File: src/rtl/stream_burst_tx.sv
// Buffered burst transmitter: samples are queued in a circular buffer and
// replayed as a registered val_o/dat_o stream with an optional idle gap.
module stream_burst_tx #(
  parameter int WORD_LEN = 8,
  parameter int DEPTH    = 16,
  parameter int AW       = 4
) (
  input  logic                clk,
  input  logic                rst,
  input  logic                wr_en,
  input  logic [WORD_LEN-1:0] wr_dat,
  output logic                full,
  output logic [AW:0]         level,
  input  logic                start,
  input  logic [AW:0]         len,
  input  logic [3:0]          gap,
  output logic                busy,
  output logic                done,
  output logic                err,
  output logic                ovf,
  output logic [WORD_LEN-1:0] dat_o,
  output logic                val_o
);

  typedef enum logic [1:0] {IDLE, SEND, GAP, DONE} state_t;

  state_t              state_q, state_d;
  logic [WORD_LEN-1:0] mem_q [DEPTH];
  logic [AW-1:0]       wr_ptr_q, wr_ptr_d, rd_ptr_q, rd_ptr_d;
  logic [AW:0]         level_q, level_d, rem_q, rem_d;
  logic [3:0]          gap_q, gap_d, gap_cnt_q, gap_cnt_d;
  logic                full_q, full_d, busy_q, busy_d, done_q, done_d;
  logic                err_q, err_d, ovf_q, ovf_d, val_q, val_d;
  logic [WORD_LEN-1:0] dat_q, dat_d;
  logic                pop, wr_ok;

  always_comb begin
    pop       = (state_q == SEND);
    // A full buffer still accepts a write when a pop frees a slot on the same edge.
    wr_ok     = wr_en && (!full_q || pop);
    state_d   = state_q;
    wr_ptr_d  = wr_ptr_q;
    rd_ptr_d  = rd_ptr_q;
    rem_d     = rem_q;
    gap_d     = gap_q;
    gap_cnt_d = gap_cnt_q;
    done_d    = 1'b0;
    err_d     = 1'b0;
    val_d     = 1'b0;
    dat_d     = '0;
    ovf_d     = ovf_q | (wr_en & ~wr_ok);

    if (wr_ok) wr_ptr_d = wr_ptr_q + AW'(1);
    if (pop)   rd_ptr_d = rd_ptr_q + AW'(1);
    level_d = level_q + (AW+1)'(wr_ok) - (AW+1)'(pop);
    full_d  = (level_d == (AW+1)'(DEPTH));

    case (state_q)
      IDLE: begin
        if (start && !busy_q) begin
          if ((len != '0) && (len <= level_q)) begin
            rem_d   = len;
            gap_d   = gap;
            state_d = SEND;
          end else begin
            err_d = 1'b1;
          end
        end
      end
      SEND: begin
        val_d = 1'b1;
        dat_d = mem_q[rd_ptr_q];
        rem_d = rem_q - (AW+1)'(1);
        if (rem_d == '0) begin
          state_d = DONE;
        end else if (gap_q != 4'd0) begin
          state_d   = GAP;
          gap_cnt_d = gap_q;
        end
      end
      GAP: begin
        gap_cnt_d = gap_cnt_q - 4'd1;
        if (gap_cnt_d == 4'd0) state_d = SEND;
      end
      DONE: begin
        done_d  = 1'b1;
        state_d = IDLE;
      end
      default: state_d = IDLE;
    endcase

    // busy also covers the cycle where done is shown, so a start there is ignored.
    busy_d = (state_d != IDLE) || (state_q == DONE);
  end

  always_ff @(posedge clk) begin
    if (rst) begin
      state_q   <= IDLE;
      wr_ptr_q  <= '0;
      rd_ptr_q  <= '0;
      level_q   <= '0;
      rem_q     <= '0;
      gap_q     <= '0;
      gap_cnt_q <= '0;
      full_q    <= 1'b0;
      busy_q    <= 1'b0;
      done_q    <= 1'b0;
      err_q     <= 1'b0;
      ovf_q     <= 1'b0;
      val_q     <= 1'b0;
      dat_q     <= '0;
    end else begin
      state_q   <= state_d;
      wr_ptr_q  <= wr_ptr_d;
      rd_ptr_q  <= rd_ptr_d;
      level_q   <= level_d;
      rem_q     <= rem_d;
      gap_q     <= gap_d;
      gap_cnt_q <= gap_cnt_d;
      full_q    <= full_d;
      busy_q    <= busy_d;
      done_q    <= done_d;
      err_q     <= err_d;
      ovf_q     <= ovf_d;
      val_q     <= val_d;
      dat_q     <= dat_d;
    end
  end

  always_ff @(posedge clk) begin
    if (wr_ok) mem_q[wr_ptr_q] <= wr_dat;
  end

  assign full  = full_q;
  assign level = level_q;
  assign busy  = busy_q;
  assign done  = done_q;
  assign err   = err_q;
  assign ovf   = ovf_q;
  assign dat_o = dat_q;
  assign val_o = val_q;

endmodule

File: config.mk
export PLATFORM = sky130hd
export DESIGN_NAME = stream_burst_tx
export DESIGN_NICKNAME = d
export VERILOG_FILES = /design/src/rtl/stream_burst_tx.sv
export SDC_FILE = /design/constraint.sdc
export NUM_CORES = 1
export LEC_CHECK = 0
export BUFFER_PORTS_ARGS = -buffer_cell sky130_fd_sc_hd__buf_2
export CORE_MARGIN = 2
export CORE_UTILIZATION = 30
export DETAILED_ROUTE_END_ITERATION = 10
export SETUP_SLACK_MARGIN = 0.15
export SYNTH_ARGS = -nofsm -noshare
export SYNTH_HDL_FRONTEND = slang
export SYNTH_SLANG_ARGS = --single-unit
export TNS_END_PERCENT = 1
File: constraint.sdc
create_clock -name clk -period 4.1 [get_ports clk]
set_clock_uncertainty 0.15 [all_clocks]
set_input_delay 0.82 -clock clk [delete_from_list [all_inputs] [get_ports clk]]
set_output_delay 0.82 -clock clk [all_outputs]
set_load 0.01 [all_outputs]
==> qor.txt <==
Initial antenna violation count: 1
Slew at the pin with the worst max-slew slack: 0.992 ns
Critical path arrival: 3.37 ns
Routability cong.: 0.785
Power per cell area: 591 mW/mm^2
Syn Area/Cell: 15.8 sq um
Psw: 1.46 mW
Synth Flop Type: edfxtp_1
Clock Path Buffers: 2
HPWL after detailed placement: 9.28 mm
Fraction of layout cells with a size suffix above 1: 25.6%
H-tree depth: 4
Total global routing overflow: 0
Fin Setup TNS: 0 ns
Reg power frac: 42.5%
CORE AREA: 0.0233 sq mm
Chip width: 158 microns
Max-cap violations: 0
Switching portion of total power: 29.9%
Worst R2R Setup Slack: 0.85 ns
Clock power share: 32.1%
Internal: 3.43 mW
Clk Latency, worst-skew pair: 0.43 ns
DRT iter0 DRCs: 291
Top cells by area, synth: edfxtp_1 (54%), mux4_2 (13%), dfxtp_1 (12%)
Worst IR Drop VDD: 359 uV
CP required: 4.22 ns
Die ar.: 0.0249 sq mm
Post-CTS Setup Inserts: 0
Final Cycle Share: 79.2%
Worst-path clk slew: 0.07 ns
FMAX: 308 MHz
Number of synthesis warnings: 0
PnR worst setup slack: 0.853 ns
CP max FO: 10
Rel. slew slack: 33.6%
Initial Util: 30.4%
Hold Vio Cnt, Final: 0
Hold Crit Class: flip-flop to flip-flop
Final-stage net count: 544
Hold path endpoint: ovf
Wirelength per Cell: 17.6 microns
Vias/cell: 4.72
Sequential share of the synthesized area: 66.0%
Total number of vias: 3,928
Pre-CTS setup slack: 0.717 ns
Antenna-violating nets left: 0
Max Slew Vio Count: 0
DIE HEIGHT: 158 microns
Status: finished clean
FF-to-FF path depth: 15
R2R Path Start: state_q[1]
Root Driver: clkbuf_16
Post_cts resized: 0
Yosys top cell by area: edfxtp_1
Netlist cell types: 52
Pin count of the biggest net entering global routing: 36
Min-delay src: ovf
Reg-to-reg endpoint: full
CP endpoint kind: flip-flop
Drc violations: 0
EDFF count, synth: 128
Row cnt: 56
Fin crit period: 3.25 ns
I/O Buffers: 39
Logic pwr share: 25.4%
Gate Count Post-Synth: 449
Top cells by count, synth: edfxtp_1 (128), nor2_1 (43), dfxtp_1 (42)
First-pass DRT Iterations: 4
Num ports: 40
Global-route wire length before repair: 22.8 mm
CTS Hold Bufs: 0
Mapped Area: 0.00710 sq mm
Post-synthesis async set-or-reset flop share: 0%
All-layer global routing usage: 12.5%
Seq cells post-synth: 170
RSZ-0062 raised after global routing: no
Top cell type's share of synthesized area: 54.2%
Count leader, synth: edfxtp_1
Syn-to-layout area delta: 16.4%
CP startpoint kind: flip-flop
CTS tree: done
Crit path kind: flip-flop to flip-flop
TritonCTS buffer count: 17
LEAKAGE: 2.84 nW
Syn_nets: 494
Clock sink total: 170
WHS Path Cells: 2
WL final: 14.6 mm
Vias in the first global route: 4,075
# setup viols final: 0
-- area by class of cell --
class / instances / area, sq um
timing repair buffer: 50 / 278
sequential: 170 / 4690
fill: 2216 / 15100
antenna: 1 / 2.50
tap: 319 / 399
clock inverter: 15 / 156
inverter: 26 / 97.6
clock buffer: 17 / 425
multi-input combinational: 234 / 2220
-- power groups by stage --
stage	clock [mW]	combinational [mW]	sequential [mW]
4_1_cts	1.61	1.25	2.08
2_1_floorplan	0	0.944	2.10
3_3_place_gp	0	1.19	2.11
3_5_place_dp	0	1.24	2.11
6_report	1.57	1.24	2.07
5_1_grt	1.67	1.37	2.09
-- critical path, cell delays in order, from the launching register on --
cell	delay [ns]
dfxtp_1	0.34
inv_1	0.15
ha_1	0.22
inv_2	0.10
a21boi_1	0.51
inv_1	0.10
ha_1	0.29
inv_1	0.06
ha_1	0.16
inv_1	0.06
fa_1	0.39
inv_1	0.08
a21o_1	0.11
a21oi_1	0.07
xnor2_1	0.21
nor3_1	0.09
-- flip-flops by register name (all words and copies together) (netlist names) --
register and flops:
full 1, done 1, mem_q 128, dat_o 8, ovf 1, rd_ptr_q 4
gap_q 4, wr_ptr_q 4, err 1, level 5, busy 1, state_q 2
val_o 1, gap_cnt_q 4, rem_q 5
-- layer usage --
| layer | GRT usage [%] | vias to the layer above | routed length [microns] |
|---|---|---|---|
| li1 | - | 1807 | - |
| met1 | 16.0 | 2022 | 6550 |
| met5 | 0 | - | 0 |
| met4 | 3.90 | 0 | 207 |
| met2 | 20.7 | 83 | 7150 |
| met3 | 3.48 | 16 | 742 |
-- cell families (layout without fill, tap and decap cells) --
kind of cell | after synthesis | in the layout | share of synthesized area (%)
DFF | 170 | 170 | 66.0
and+or+nand+nor | 105 | 105 | 7.26
muxes | 49 | 49 | 14.0
buffers and inverters | 45 | 108 | 2.75
AOI/OAI and AO/OA | 44 | 44 | 4.18
adders and majority gates | 24 | 24 | 4.34
xor gates and xnor gates | 12 | 12 | 1.48
other | 0 | 1 | 0
-- placed cells by master, fill, tap and decap left out, drive strengths merged, types with 4 or more instances in the layout --
cell,n
ha,23
mux2i,8
nor2,44
a21oi,13
nor3,14
buf,50
nor2b,4
dfxtp,42
nand2,15
o21ai,8
mux4,40
xor2,7
inv,34
edfxtp,128
clkbuf,17
a31oi,5
xnor2,5
nand2b,4
and2,8
-- how the worst max path moves through the flow --
stage / start / end / slack [ns]
floorplan: wr_en / full / 1.13
global placement: wr_en / full / 0.85
CTS: state_q[1] / full / 0.84
global route: state_q[1] / full / 0.57
finish: state_q[1] / full / 0.85
detailed placement: wr_en / full / 0.72
-- per-stage QoR --
stage | instance area, sq um | instances | hold slack [ns] | util, % | total power, mW
6_report | 8260 | 832 | 0.350 | 35.4 | 4.88
5_1_grt | 8260 | 831 | 0.381 | 35.4 | 5.14
4_1_cts | 8260 | 831 | 0.352 | 35.4 | 4.93
3_5_place_dp | 7680 | 799 | 0.329 | 32.9 | 3.35
3_3_place_gp | 7680 | 799 | 0.320 | 32.9 | 3.30
2_1_floorplan | 7100 | 449 | 0.304 | - | 3.05
(Power assumes the default switching activity.)
